## src/rtl/char_line_drawer.sv

```systemverilog
// Renders a latched 16-character plaintext line as 8x16 glyphs into a frame buffer write port.
// Optional macro CHAR_LINE_DRAWER_TRANSPARENT_EN: skip background pixels instead of writing them.
module char_line_drawer #(
    parameter int                   X0       = 96,
    parameter int                   Y0       = 112,
    parameter int                   X_W      = 9,
    parameter int                   Y_W      = 8,
    parameter int                   COLOR_W  = 3,
    parameter logic [COLOR_W-1:0]   FG_COLOR = 3'b111,
    parameter logic [COLOR_W-1:0]   BG_COLOR = 3'b000
) (
    input  logic                clk,
    input  logic                reset_n,
    input  logic                dpt,
    input  logic [127:0]        plaintext,
    output logic                ddpt,
    output logic                busy,
    output logic [11:0]         font_addr,
    input  logic [7:0]          font_data,
    output logic                wr_en,
    input  logic                wr_ready,
    output logic [X_W-1:0]      wr_x,
    output logic [Y_W-1:0]      wr_y,
    output logic [COLOR_W-1:0]  wr_color
);

    typedef enum logic [2:0] {
        S_IDLE  = 3'd0,
        S_FETCH = 3'd1,
        S_LOAD  = 3'd2,
        S_WRITE = 3'd3,
        S_DONE  = 3'd4
    } state_t;

    state_t               state_q, state_d;
    logic [127:0]         text_q, text_d;
    logic [3:0]           char_idx_q, char_idx_d;
    logic [3:0]           row_q, row_d;
    logic [2:0]           col_q, col_d;
    logic [7:0]           glyph_q, glyph_d;
    logic                 wr_en_q, wr_en_d;
    logic [X_W-1:0]       wr_x_q, wr_x_d;
    logic [Y_W-1:0]       wr_y_q, wr_y_d;
    logic [COLOR_W-1:0]   wr_color_q, wr_color_d;
    logic                 ddpt_q, ddpt_d;
    logic                 busy_q, busy_d;
    logic [6:0]           text_sel_s;
    logic                 advance_s;

    // Character 0 sits in the top byte, so the byte offset is (15 - char_idx) * 8.
    assign text_sel_s = {~char_idx_q, 3'b000};
    assign font_addr  = {text_q[text_sel_s +: 8], row_q};

`ifdef CHAR_LINE_DRAWER_TRANSPARENT_EN
    assign advance_s = wr_ready || !glyph_q[7];
`else
    assign advance_s = wr_ready;
`endif

    // Next-state, counter and registered-output computation.
    always_comb begin
        state_d    = state_q;
        text_d     = text_q;
        char_idx_d = char_idx_q;
        row_d      = row_q;
        col_d      = col_q;
        glyph_d    = glyph_q;
        case (state_q)
            S_IDLE: begin
                if (dpt) begin
                    text_d     = plaintext;
                    char_idx_d = 4'd0;
                    row_d      = 4'd0;
                    col_d      = 3'd0;
                    state_d    = S_FETCH;
                end else begin
                    state_d    = S_IDLE;
                end
            end
            S_FETCH: state_d = S_LOAD;
            S_LOAD: begin
                glyph_d = font_data;
                state_d = S_WRITE;
            end
            S_WRITE: begin
                if (advance_s) begin
                    // The current pixel is always glyph bit 7; shift the next one in.
                    glyph_d = {glyph_q[6:0], 1'b0};
                    col_d   = col_q + 3'd1;
                    if (col_q == 3'd7) begin
                        row_d = row_q + 4'd1;
                        if (row_q == 4'd15) begin
                            char_idx_d = char_idx_q + 4'd1;
                            state_d    = (char_idx_q == 4'd15) ? S_DONE : S_FETCH;
                        end else begin
                            state_d    = S_FETCH;
                        end
                    end else begin
                        state_d = S_WRITE;
                    end
                end else begin
                    state_d = S_WRITE;
                end
            end
            S_DONE: begin
                if (!dpt) begin
                    state_d = S_IDLE;
                end else begin
                    state_d = S_DONE;
                end
            end
            default: state_d = S_IDLE;
        endcase

        if (state_d == S_WRITE) begin
            wr_x_d     = X_W'(X0) + X_W'({char_idx_d, col_d});
            wr_y_d     = Y_W'(Y0) + Y_W'(row_d);
            wr_color_d = glyph_d[7] ? FG_COLOR : BG_COLOR;
`ifdef CHAR_LINE_DRAWER_TRANSPARENT_EN
            wr_en_d    = glyph_d[7];
`else
            wr_en_d    = 1'b1;
`endif
        end else begin
            wr_x_d     = '0;
            wr_y_d     = '0;
            wr_color_d = '0;
            wr_en_d    = 1'b0;
        end
        ddpt_d = (state_d == S_DONE);
        busy_d = (state_d == S_FETCH) || (state_d == S_LOAD) || (state_d == S_WRITE);
    end

    // State, counters, text latch and output registers.
    always_ff @(posedge clk or negedge reset_n) begin
        if (!reset_n) begin
            state_q    <= S_IDLE;
            text_q     <= '0;
            char_idx_q <= 4'd0;
            row_q      <= 4'd0;
            col_q      <= 3'd0;
            glyph_q    <= 8'd0;
            wr_en_q    <= 1'b0;
            wr_x_q     <= '0;
            wr_y_q     <= '0;
            wr_color_q <= '0;
            ddpt_q     <= 1'b0;
            busy_q     <= 1'b0;
        end else begin
            state_q    <= state_d;
            text_q     <= text_d;
            char_idx_q <= char_idx_d;
            row_q      <= row_d;
            col_q      <= col_d;
            glyph_q    <= glyph_d;
            wr_en_q    <= wr_en_d;
            wr_x_q     <= wr_x_d;
            wr_y_q     <= wr_y_d;
            wr_color_q <= wr_color_d;
            ddpt_q     <= ddpt_d;
            busy_q     <= busy_d;
        end
    end

    assign wr_en    = wr_en_q;
    assign wr_x     = wr_x_q;
    assign wr_y     = wr_y_q;
    assign wr_color = wr_color_q;
    assign ddpt     = ddpt_q;
    assign busy     = busy_q;

endmodule

```

## config.mk

```make
export PLATFORM = sky130hd
export DESIGN_NAME = char_line_drawer
export DESIGN_NICKNAME = d
export VERILOG_FILES = /design/src/rtl/char_line_drawer.sv
export SDC_FILE = /design/constraint.sdc
export NUM_CORES = 1
export LEC_CHECK = 0
export BUFFER_PORTS_ARGS = -buffer_cell sky130_fd_sc_hd__buf_4
export CAP_MARGIN = 20
export CELL_PAD_IN_SITES_DETAIL_PLACEMENT = 1
export CELL_PAD_IN_SITES_GLOBAL_PLACEMENT = 2
export CORE_ASPECT_RATIO = 1.4
export CORE_MARGIN = 4
export CORE_UTILIZATION = 34
export DETAILED_ROUTE_END_ITERATION = 7
export HOLD_SLACK_MARGIN = 0.08
export PLACE_DENSITY = 0.73
export REMOVE_ABC_BUFFERS = 1
export SETUP_SLACK_MARGIN = 0.1
export SYNTH_ARGS = -nofsm -noshare
export SYNTH_HDL_FRONTEND = slang
export SYNTH_SLANG_ARGS = --single-unit
```

## constraint.sdc

```tcl
create_clock -name clk -period 1.8 [get_ports clk]
set_clock_uncertainty 0.05 [all_clocks]
set_input_delay 0.09 -clock clk [delete_from_list [all_inputs] [get_ports clk]]
set_output_delay 0.09 -clock clk [all_outputs]
set_load 0.05 [all_outputs]
```

### Word-level counts from Yosys, hierarchy flattened

Cells that the tools add are included.

| storage, ports and cells | value |
|---|---|
| logic and storage cells | 64 |
| bits of input ports | 140 |
| register bits after elaboration | 173 |
| output and inout bits | 35 |

| cells by class | value |
|---|---|
| reductions and logical operators | 6 |
| add/sub/neg operators | 5 |
| multiplexer cells | 26 |
| bitwise gates (word level) | 1 |
| shift operators | 1 |
| equal/unequal tests | 12 |

Operator list:

| cell | count |
|---|---|
| variable part select 128 x 8 -> 8 bit | 1 |
| 2-to-1 mux 4 bit | 7 |
| 2-to-1 mux 3 bit | 9 |
| 2-to-1 mux 8 bit | 3 |
| one-hot mux 4 bit (2 select lines) | 2 |
| one-hot mux 8 bit (2 select lines) | 1 |
| one-hot mux 3 bit (5 select lines) | 1 |
| == test 3 x 2 -> 1 bit, second input constant | 4 |
| == test 3 bit, second input constant | 3 |
| adder 4 x 1 -> 4 bit, second input constant | 2 |
| adder 7 x 4 -> 8 bit, first input constant | 1 |
| adder 7 x 7 -> 8 bit, first input constant | 1 |
| == test 4 bit, second input constant | 2 |
| == test 3 x 1 -> 1 bit, second input constant | 2 |
| one-hot mux 3 bit (2 select lines) | 1 |
| inverter 4 bit | 1 |
| AND reduction 2 bit | 2 |
| adder 3 x 1 -> 3 bit, second input constant | 1 |
| zero test 3 bit | 1 |
| logical OR 1 bit | 2 |
| 2-to-1 mux 1 bit | 2 |
| != test 2 bit, second input constant | 1 |
| nonzero test 2 bit | 1 |

### Logic depth before layout (Yosys ltp)

Gate-level depths: netlist (run 1).

| logic depth | value |
|---|---|
| word-level depth | 9 |
| gate-level depth with buffers | 8 |
| mapped depth without buffers | 8 |

### Worst setup path after synthesis (run 1)

Ideal clock, no wire load.

| timing path | value |
|---|---|
| path kind | reg-to-reg |
| from | register row_q[0] |
| to | register wr_x_q[6] (netlist: wr_x[6]) |
| period minus slack after synthesis | 2.067 ns |
| path buffers | 0 |
| setup time | 0.072 ns |
| stages on the path, launching flop included | 8 |
| setup slack | -0.267 ns |
| required time | 1.678 ns |
| data arrival time | 1.945 ns |
| cell sequence | dfrtp_1 > ha_1 > nand2_1 > nor2_1 > nand2_1 > o31a_1 > ha_1 > nor2_1 |

| on the way | value |
|---|---|
| cells in the longest elaborated chain, start to end | 7 |
| elaborated cells on any way between the ends | 12 |
| those cells by class | 1 x add/sub; 2 x eq/ne; 9 x mux |

Ends and longest elaborated chain:

| item | RTL line | RTL |
|---|---|---|
| from (decl) | 38 | `logic [3:0] row_q, row_d;` |
| from (signal assigned) | 153 | `row_q <= row_d;` |
| == test 4 bit * | 92 | `if (row_q == 4'd15) begin` |
| 2-to-1 mux 4 bit or 2-to-1 mux 3 bit (tied branches) | 92 |  |
| 2-to-1 mux 4 bit or 2-to-1 mux 3 bit (tied branches) | 90 | `if (col_q == 3'd7) begin` |
| 2-to-1 mux 4 bit or 2-to-1 mux 3 bit (tied branches) | 86 | `if (advance_s) begin` |
| one-hot mux 4 bit (2 select lines) or one-hot mux 3 bit (5 select lines) (tied branches) | 68 | `case (state_q)` |
| adder 7 x 7 -> 8 bit or == test 3 x 2 -> 1 bit (tied branches) | 116, 115 |  |
| 2-to-1 mux 8 bit * | 115 | `if (state_d == S_WRITE) begin` |
| net wr_x_d[6] | 42 | `logic [X_W-1:0] wr_x_q, wr_x_d;` |
| to (signal assigned) | 157 | `wr_x_q <= wr_x_d;` |
| to (decl) | 42 |  |

The timed path passes the listed nets; every way through them passes the cells marked *.
A chain may end at the register's enable or synchronous reset.

### Worst setup path in the final report (run 1)

| timing path | value |
|---|---|
| from | register char_idx_q[1] |
| to | output font_addr[8] |

| on the way | value |
|---|---|
| cells in the longest elaborated chain, start to end | 2 |

Ends and longest elaborated chain:

| item | RTL line | RTL |
|---|---|---|
| from (decl) | 37 | `logic [3:0] char_idx_q, char_idx_d;` |
| from (signal assigned) | 152 | `char_idx_q <= char_idx_d;` |
| inverter 4 bit | 51 | `assign text_sel_s = {~char_idx_q, 3'b000};` |
| variable part select 128 x 8 -> 8 bit | 52 | `assign font_addr = {text_q[text_sel_s +: 8], row_q};` |
| to (decl) | 18 | `output logic [11:0] font_addr,` |

No other way between the ends.

==> metrics.yaml, run 1 <==
synth.avg_cell_area_um2: 15.58
synth.yosys.seq_area_share: 0.5179
clkSlewWorstSetupHoldPaths_ns: 0.07
overall_die_area_mm2: 0.02615
total_buffers_and_inverters_traversed_by_the_critical_path: 3
synth_cell_type_count: 43
number_of_port_buffers: 172
worst_r2r_startpoint: "col_q[1]$_DFF_PN0_"
max_cap_viol_count: 0
timing.final.crit_share: 1.252
drive_gt1_frac: 0.5629
cellLeakagePower_nw: 6.009
clock_power_share: 0.313
setup_viol: 52
worstPathCellList: "buf_6 -> buf_12 -> mux4_2 -> a22oi_1 -> nand2_1 -> buf_6"
yosysMostFrequentCell: "sky130_fd_sc_hd__dfrtp_1"
synth_top_cells_by_count: "166 x sky130_fd_sc_hd__dfrtp_1, 100 x sky130_fd_sc_hd__mux2_4, 32 x sky130_fd_sc_hd__mux4_2, 29 x sky130_fd_sc_hd__mux2_2, 23 x sky130_fd_sc_hd__nand2_1"
dieWidth_um: 137.8
maxSlewHeadroom: 0.4039
dominant_combinational_cell_family_by_area_after_synthesis: "multiplexers"
yosys.area_share.simple: 0.04898
power.density_mw_per_mm2: 874.1
num_vias: 6033
final_nets: 1054
timing.critical_path.from_type: "flip-flop"
ant_nets: 0
die-height_um: 189.7
power_switching_w: 0.003752
min_path_type: "in -> async"
global_route.overflow_total: 0
gr-usage-all-layers: 0.2166
unrepaired_setup_endpoints_after_global_routing: "yes"
drv_slew: 0
signed_area_change_from_the_synthesized_netlist_to_the_final_layout_pct: 64.03
synth_compound_area_frac: 0.05428
wl_per_cell_um: 22.22
cts.htree.levels: 4
synth-async-reset-ratio: 1.000
layout_setup_ws_ns: -0.4528
ir_drop_worst_case_vdd_mv: 1.035
top_cell_type_s_share_of_synthesized_area: 0.5179
gp_congestion: 0.8109
yosys_warnings: 0
count_of_tritonroute_iterations_in_the_first_routing_pass: 5
synth-adder-area-share: 0.007799
p_int_w: 0.007749
synth_top_cells_by_area: "sky130_fd_sc_hd__dfrtp_1 52%, sky130_fd_sc_hd__mux2_4 19%, sky130_fd_sc_hd__mux4_2 9.0%"
failing_checks: "setup timing"
synth_area_leader_cell: "sky130_fd_sc_hd__dfrtp_1"
crit_slowest_cell: "sky130_fd_sc_hd__mux4_2"
cts-root-buf: "sky130_fd_sc_hd__clkbuf_16"
dpl-instance-area_mm2: 0.009852
route.detailed.vias_per_inst: 4.897
place_inst: 1006
cp_top_family: "multiplexers"
reg2reg_to: "wr_x[6]$_DFF_PN0_"
fin_area_mm2: 0.01316
grt_max_degree: 50
cts-buffers-inserted: 17
cts.sinks: 166
worstPathRequired_ns: 1.66
cell_area_after_synthesis_mm2: 0.008021
place_ws_ns: -0.1907
layoutNonFillerInstCount: 1232
synth_edf_count: 0
power.share.switching: 0.3262
worstPathArrival_ns: 2.11
route.detailed.drc: 0
timing.critical_path.fanout_max: 6
fillers: 2205
dominantRegCellSynth: "sky130_fd_sc_hd__dfrtp_1"
timing.final.hold_violations: 0
starting_density_of_the_core: 0.3457
critPathMaxStageDelay_ns: 0.52
fmax_mhz: 443.9
dp_hpwl_mm: 15.95
p_total_w: 0.01150
timing_worst_slew_pin_value_ns: 0.8942
post_synth_mux_area_share: 0.3177
outcome: "finished with violations"
regToRegSetupSlack_ns: -0.11
grt_pass1_wl_mm: 42.53
ys_ff_latch: 166
criticalPathCategory: "reg -> out"
setup.worst_path.end_class: "primary output"
floorplan.rows: 66
antenna_found_initial: 3
clk_path_buf_depth: 2
synth_xor_xnor_area_share: 0
worstRegToRegCells: 8
io_pins: 175
combPwrFrac: 0.305
drt-initial-drc-count: 210
crit_path_frequent_cell: "sky130_fd_sc_hd__buf_6"
first_global_vias: 7134
pwr-share-seq: 0.382
postSynthCellCount: 515
tritoncts: "yes"
clk_latency_ns: 0.43
period_minus_slack_ns: 2.253
fp.coreArea_mm2: 0.02320
drt-total-wl_mm: 27.37
## logic make-up (layout without fill, tap and decap cells)
family / count (synthesis) / count (layout)
compound gates: 65 / 65
fa+ha+maj: 5 / 5
buf+inv: 44 / 450
flops: 166 / 166
mux: 161 / 161
other cells: 1 / 6
simple gates: 73 / 73
## area by class of cell
| cell class | instances | area (um^2) | share of cell area |
|---|---|---|---|
| Timing Repair Buffer | 414 | 4200 | 0.3192 |
| Sequential cell | 166 | 4158 | 0.3160 |
| Multi-Input combinational cell | 306 | 3820 | 0.2903 |
| Clock buffer | 18 | 429.2 | 0.03262 |
| Tap cell | 306 | 382.9 | 0.02910 |
| Clock inverter | 14 | 140.1 | 0.01065 |
| Inverter | 4 | 17.52 | 0.001331 |
| Antenna cell | 4 | 10.01 | 0.0007607 |
## worst max-delay path by stage
stage | depth (start not counted) | slack (ns) | to | from
final | 6 | -0.45 | font_addr[8] | char_idx_q[1]$_DFF_PN0_
after global routing | 7 | -0.54 | font_addr[10] | char_idx_q[1]$_DFF_PN0_
after CTS | 7 | -0.47 | font_addr[10] | char_idx_q[1]$_DFF_PN0_
after detailed placement | 8 | -0.19 | wr_x[6]$_DFF_PN0_ | col_q[0]$_DFF_PN0_
after global placement | 8 | -0.13 | wr_x[6]$_DFF_PN0_ | col_q[0]$_DFF_PN0_
after floorplan | 4 | -5.66 | wr_x[1]$_DFF_PN0_ | state_q[0]$_DFF_PN0_
## state kept, by name, indices dropped and copies added (netlist names)
signal and cells:
col_q 3, ddpt 1, row_q 4, wr_x 8, wr_y 5, glyph_q 8
state_q 3, busy 1, wr_color 1, text_q 128, char_idx_q 4
## placed cells by master, fill, tap and decap left out, types with 3 or more instances in the layout
cell                            count
sky130_fd_sc_hd__nor2_4             3
sky130_fd_sc_hd__and3_4             3
sky130_fd_sc_hd__buf_8              7
sky130_fd_sc_hd__dfrtp_1          163
sky130_fd_sc_hd__o22ai_1            6
sky130_fd_sc_hd__nand3b_1           9
sky130_fd_sc_hd__and2_1             4
sky130_fd_sc_hd__inv_1              3
sky130_fd_sc_hd__buf_16            16
sky130_fd_sc_hd__mux4_2            32
sky130_fd_sc_hd__nor2_1            10
sky130_fd_sc_hd__dlygate4sd3_1    140
sky130_fd_sc_hd__o21ai_0            7
sky130_fd_sc_hd__a21oi_1            7
sky130_fd_sc_hd__o21ai_1            3
sky130_fd_sc_hd__buf_12            21
sky130_fd_sc_hd__buf_4            202
sky130_fd_sc_hd__a22oi_1            7
sky130_fd_sc_hd__a21oi_2            4
sky130_fd_sc_hd__a31oi_1            3
sky130_fd_sc_hd__mux2_4           129
sky130_fd_sc_hd__nand2_1           20
sky130_fd_sc_hd__diode_2            4
sky130_fd_sc_hd__clkbuf_16         17
sky130_fd_sc_hd__inv_6              7
sky130_fd_sc_hd__dfrtp_2            3
sky130_fd_sc_hd__a22oi_2            9
sky130_fd_sc_hd__buf_6             27
## stage by stage
stage	hold slack [ns]	util	setup TNS, ns
2_1_floorplan	-0.2556	-	-755.37
4_1_cts	0.2502	0.5593	-6.688
3_5_place_dp	-0.05279	0.4246	-0.6915
5_1_grt	0.2848	0.5669	-11.84
3_3_place_gp	-0.05400	0.4246	-0.3344
6_report	0.2650	0.5670	-5.926
## worst register-to-register path: cells and delay by family, from the launching register on
family | cells | cell delay, ns
and+or+nand+nor | 2 | 0.29
DFF | 1 | 0.40
AOI/OAI and AO/OA | 3 | 0.43
adders and majority gates | 3 | 0.67
## power groups by stage
| stage | Combinational, W | Sequential (W) | Clock (W) |
|---|---|---|---|
| finish | 0.00350 | 0.00439 | 0.00360 |
| CTS | 0.00338 | 0.00438 | 0.00366 |
| floorplan | 0.00107 | 0.00502 | 0 |
| global placement | 0.00289 | 0.00441 | 0 |
| global route | 0.00372 | 0.00444 | 0.00387 |
| detailed placement | 0.00293 | 0.00444 | 0 |
## per-layer routing
| layer | GRT usage | vias to the layer above | part of all wire |
|---|---|---|---|
| li1 | - | 2698 | - |
| met1 | 0.2575 | 3128 | 0.38 |
| met2 | 0.3966 | 175 | 0.56 |
| met3 | 0.04021 | 32 | 0.043 |
| met4 | 0.05741 | 0 | 0.016 |
| met5 | 0 | - | 0 |
## what timing repair did
action                                  CTS  global route
hold endpoints to repair                309             0
pin swaps                                22            24
gates resized for setup                 119            44
endpoints found under the setup margin  143           185
setup buffers                            33             8
cloned                                   14             0
hold buffers                            141             0
Note: power is estimated with default switching activity, not from simulation.
==> inputs of run 2 (changes only) <==
Settings changed: CAP_MARGIN 20 to default, SETUP_SLACK_MARGIN 0.1 to default, SKIP_CTS_REPAIR_TIMING from default to 1.
==> run 2 against run 1 <==
The run still ends with setup timing left. Non-clock buffer count down 17. Sequential share of layout area is 1.0 points higher. Register-to-register slack hardly changed. First-iteration DRC count shrank 11%. Clock power is essentially flat. Cell count fell by 1.6%. Power decreased by 1.1%. Sequential power is essentially flat. Combinational power decreased by 3%. Setup slack improved by 0.015 ns. Critical path type unchanged. Largest cell class is now sequential cells.
==> metrics.yaml, run 2 (synthesis results as in run 1) <==
outcome: "finished with violations"
failing_checks: "setup timing"
cellLeakagePower_nw: 5.836
num_vias: 5940
route.detailed.drc: 0
antenna_found_initial: 1
p_total_w: 0.01138
fillers: 2262
cts-buffers-inserted: 17
worstPathArrival_ns: 2.10
timing.final.crit_share: 1.243
clkSlewWorstSetupHoldPaths_ns: 0.07
layout_setup_ws_ns: -0.4375
highest_count_cells_in_the_layout_ignoring_fill_and_taps: "208 x sky130_fd_sc_hd__buf_4, 163 x sky130_fd_sc_hd__dfrtp_1, 139 x sky130_fd_sc_hd__dlygate4sd3_1, 126 x sky130_fd_sc_hd__mux2_4, 32 x sky130_fd_sc_hd__mux4_2"
timing.critical_path.fanout_max: 6
wl_per_cell_um: 22.11
gr-usage-all-layers: 0.1700
io_pins: 175
unrepaired_setup_endpoints_after_global_routing: "yes"
clk_latency_ns: 0.43
timing_worst_slew_pin_value_ns: 0.5958
power.density_mw_per_mm2: 893.3
maxSlewHeadroom: 0.6010
tritoncts: "yes"
clk_path_buf_depth: 2
place_ws_ns: -0.1907
overall_die_area_mm2: 0.02615
drv_slew: 0
dieWidth_um: 137.8
setup_viol: 58
route.detailed.vias_per_inst: 4.901
timing.critical_path.from_type: "flip-flop"
signed_area_change_from_the_synthesized_netlist_to_the_final_layout_pct: 58.81
setup.worst_path.end_class: "primary output"
fmax_mhz: 446.9
starting_density_of_the_core: 0.3457
ant_nets: 0
die-height_um: 189.7
count_of_tritonroute_iterations_in_the_first_routing_pass: 4
period_minus_slack_ns: 2.237
layout_commonest_cell: "sky130_fd_sc_hd__buf_4"
regToRegSetupSlack_ns: -0.12
fp.coreArea_mm2: 0.02320
global_route.overflow_total: 0
max_cap_viol_count: 0
ir_drop_worst_case_vdd_mv: 1.034
gp_congestion: 0.8109
min_path_type: "in -> async"
drive_gt1_frac: 0.5448
grt_max_degree: 50
worstPathRequired_ns: 1.66
floorplan.rows: 66
largest_reg_flops: 128
first_global_vias: 5913
largest_register: "text_q"
criticalPathCategory: "reg -> out"
cts-root-buf: "sky130_fd_sc_hd__clkbuf_16"
hold-worst-slack_ns: 0.07823
cts.sinks: 166
timing.final.hold_violations: 0
grt_pass1_wl_mm: 33.78
drt-initial-drc-count: 187
number_of_port_buffers: 172
final_nets: 1037
cts.htree.levels: 4
drt-total-wl_mm: 26.80
dp_hpwl_mm: 15.95
-- run 2: cell count changes in the layout (fill, tap and decap cells not counted), sizes merged --
cell and change:
buf -29, dlygate4sd3 -1, dlymetal6s4s -1, clkbuf +14
diode -3
-- run 2: report_power, final --
part / switching [W] / internal [W]
registers: 0.000271 / 0.00412
clock network: 0.00164 / 0.00195
logic: 0.00178 / 0.00161
total: 0.00370 / 0.00768
-- run 2: through the flow --
stage               setup TNS (ns)  instances  utilization  area, um^2
floorplan                  -755.37        476            -        7616
global placement           -0.3344       1006       0.4246        9852
detailed placement         -0.6915       1006       0.4246        9852
CTS                         -7.909       1038       0.4491       10420
global route                -10.87       1212       0.5490       12740
finish                      -4.412       1212       0.5490       12740
-- run 2: metal layers --
layer	wire, um	vias up	global-route usage
li1	-	2664	-
met1	10440	3085	0.2119
met2	14860	161	0.2953
met3	1023	30	0.03730
met4	468	0	0.04753
met5	0	-	0
-- run 2: worst max-delay path, stage by stage, from the launching register on --
cell                      delay, ns
sky130_fd_sc_hd__dfrtp_2       0.37
sky130_fd_sc_hd__buf_12        0.15
sky130_fd_sc_hd__buf_12        0.14
sky130_fd_sc_hd__mux4_2        0.54
sky130_fd_sc_hd__a22oi_2       0.19
sky130_fd_sc_hd__nand2_1       0.12
sky130_fd_sc_hd__buf_6         0.17
-- run 2: cell type report --
type / instances / area (um^2) / share of cell area
sequential: 166 / 4158 / 0.3264
timing repair buffer: 397 / 3886 / 0.3051
multi-input combinational: 306 / 3725 / 0.2924
clock buffer: 18 / 429.2 / 0.03369
tap: 306 / 382.9 / 0.03006
clock inverter: 14 / 140.1 / 0.01100
inverter: 4 / 15.01 / 0.001179
antenna: 1 / 2.502 / 0.0001964
-- run 2: worst paths after layout --
check                      depth (start not counted)               startpoint                     end
setup / recovery                                   6  char_idx_q[1]$_DFF_PN0_            font_addr[9]
hold / removal                                     2                  reset_n    state_q[2]$_DFF_PN0_
setup reg to reg                                   8       col_q[1]$_DFF_PN0_       wr_x[6]$_DFF_PN0_
hold reg to reg                                    1    text_q[4]$_DFFE_PN0N_   text_q[4]$_DFFE_PN0N_
max in group asynchronous                          3                  reset_n  glyph_q[1]$_DFFE_PN0P_
min in group clk                                   3            plaintext[94]  text_q[94]$_DFFE_PN0N_
==> inputs of run 3 (changes only) <==
Settings changed: CELL_PAD_IN_SITES_GLOBAL_PLACEMENT 2 to 1, CORE_UTILIZATION 34 to 41, PLACE_DENSITY 0.73 to default, PLACE_DENSITY_LB_ADDON from default to 0.12.
==> run 3 against run 2 <==
The run still ends with setup timing left. Critical path depth is the same. Setup slack lost 0.040 ns. Cell count is 5.0% lower. Sequential power is 0.9% higher. Clock-buffer cell count grew 4. Hold slack better by 0.079 ns. Sequential share of layout area grew 0.40 points. Global-route usage rose by 2.4 points. Core utilization up 11 points. Critical path type unchanged.
==> metrics.yaml, run 3 (synthesis results as in run 1) <==
crit_slowest_cell: "sky130_fd_sc_hd__mux4_2"
place_ws_ns: -0.2162
worstPathCellList: "buf_12 -> clkbuf_16 -> mux4_2 -> a22oi_2 -> nand2_1 -> buf_6"
worstPathArrival_ns: 2.14
fillers: 1778
global_route.overflow_total: 0
drv_slew: 0
area_taken_by_flip_flops_and_latches_mm2: 0.004159
gr-usage-all-layers: 0.1942
dp_hpwl_mm: 15.19
p_int_w: 0.008008
regToRegSetupSlack_ns: -0.11
num_vias: 5861
timing.final.crit_share: 1.265
overall_die_area_mm2: 0.02190
busiest_layer: "met2"
timing.critical_path.fanout_max: 5
layout_setup_ws_ns: -0.4776
unrepaired_setup_endpoints_after_global_routing: "yes"
min_path_type: "in -> async"
cellLeakagePower_nw: 5.793
ant_nets: 0
setup.worst_path.end_class: "primary output"
starting_density_of_the_core: 0.4174
use_met2: 0.3435
cts-buffers-inserted: 17
combPwrFrac: 0.290
dpl-instance-area_mm2: 0.009767
layout_commonest_cell: "sky130_fd_sc_hd__buf_4"
route.detailed.drc: 0
final_nets: 1033
clkSlewWorstSetupHoldPaths_ns: 0.07
failing_checks: "setup timing"
max_cap_viol_count: 0
power_switching_w: 0.003599
grt_max_degree: 59
hold-worst-slack_ns: 0.1573
criticalPathCategory: "reg -> out"
die-height_um: 173.5
power.density_mw_per_mm2: 922.0
global_route.usage.met3: 0.04840
fin_area_mm2: 0.01259
gp_congestion: 0.7984
maxSlewHeadroom: 0.5792
drt-total-wl_mm: 26.96
outcome: "finished with violations"
cts-root-buf: "sky130_fd_sc_hd__clkbuf_16"
cts.htree.levels: 4
worstRegToRegCells: 8
setup_total_negative_slack_ns: -3.872
tritoncts: "yes"
count_of_tritonroute_iterations_in_the_first_routing_pass: 4
floorplan.rows: 60
route.detailed.vias_per_inst: 5.092
period_minus_slack_ns: 2.278
highest_count_cells_in_the_layout_ignoring_fill_and_taps: "204 x sky130_fd_sc_hd__buf_4, 164 x sky130_fd_sc_hd__dfrtp_1, 139 x sky130_fd_sc_hd__dlygate4sd3_1, 119 x sky130_fd_sc_hd__mux2_4, 32 x sky130_fd_sc_hd__mux4_2"
setup_viol: 24
cts.sinks: 166
wl_per_cell_um: 23.42
pwr-share-seq: 0.382
power.share.switching: 0.3101
number_of_port_buffers: 172
layoutNonFillerInstCount: 1151
first_global_vias: 6044
signed_area_change_from_the_synthesized_netlist_to_the_final_layout_pct: 56.93
clock_power_share: 0.328
grt_pass1_wl_mm: 33.18
timing_worst_slew_pin_value_ns: 0.6283
drive_gt1_frac: 0.5305
io_pins: 175
timing.critical_path.from_type: "flip-flop"
clk_latency_ns: 0.43
antenna_found_initial: 2
clk_path_buf_depth: 2
fp.coreArea_mm2: 0.01922
area_of_the_multi_input_gates_mm2: 0.003652
place_inst: 950
largest_reg_flops: 128
critPathMaxStageDelay_ns: 0.53
worstPathRequired_ns: 1.66
grt.met1_usage: 0.2320
drt-initial-drc-count: 260
fmax_mhz: 439.1
timing.final.hold_violations: 0
dieWidth_um: 126.2
ir_drop_worst_case_vdd_mv: 0.5516
largest_register: "text_q"
[run 3: cell types whose count changed in the layout (fill, tap and decap cells not counted), moves of 4 or more]
cell,delta
sky130_fd_sc_hd__buf_4,-4
sky130_fd_sc_hd__inv_6,-6
sky130_fd_sc_hd__mux2_2,+7
sky130_fd_sc_hd__mux2_4,-7
[run 3: final cells by class]
type | count | area share
timing repair buffer | 393 | 0.3047
sequential | 166 | 0.3304
clock buffer | 22 | 0.03688
antenna | 2 | 0.0003976
clock inverter | 10 | 0.01163
multi-input combinational | 306 | 0.2901
inverter | 4 | 0.001193
tap | 248 | 0.02465
[run 3: worst paths after layout]
| kind | from | end |
|---|---|---|
| worst max-delay path | char_idx_q[1]$_DFF_PN0_ | font_addr[5] |
| worst min-delay path | reset_n | glyph_q[3]$_DFFE_PN0P_ |
| worst max register to register | col_q[0]$_DFF_PN0_ | wr_x[6]$_DFF_PN0_ |
| worst min register to register | glyph_q[0]$_DFFE_PN0P_ | glyph_q[0]$_DFFE_PN0P_ |
| max in group asynchronous | reset_n | char_idx_q[2]$_DFF_PN0_ |
| min in group clk | plaintext[4] | text_q[4]$_DFFE_PN0N_ |
[run 3: per-layer routing]
layer  wire length [um]  vias up
met5                  0        -
met3                989       40
li1                   -     2646
met2              15100      164
met4                607        0
met1              10260     3011
[run 3: through the flow]
step	util	power (W)
3_3_place_gp	0.5082	0.007261
6_report	0.6550	0.01161
4_1_cts	0.5400	0.01118
5_1_grt	0.6550	0.01211
3_5_place_dp	0.5082	0.007357
2_1_floorplan	-	0.006092
[run 3: worst max-delay path, delay by kind of cell, from the launching register on]
family	cells	cell delay (ns)
compound gates	1	0.20
buf+inv	3	0.47
flops	1	0.41
mux	1	0.53
simple gates	1	0.10
[run 3: power groups by stage]
stage	registers (W)	logic [W]	clock network, W
finish	0.00443	0.00336	0.00381
global route	0.00447	0.00358	0.00406
CTS	0.00441	0.00290	0.00387
floorplan	0.00502	0.00107	0
global placement	0.00445	0.00281	0
detailed placement	0.00447	0.00288	0
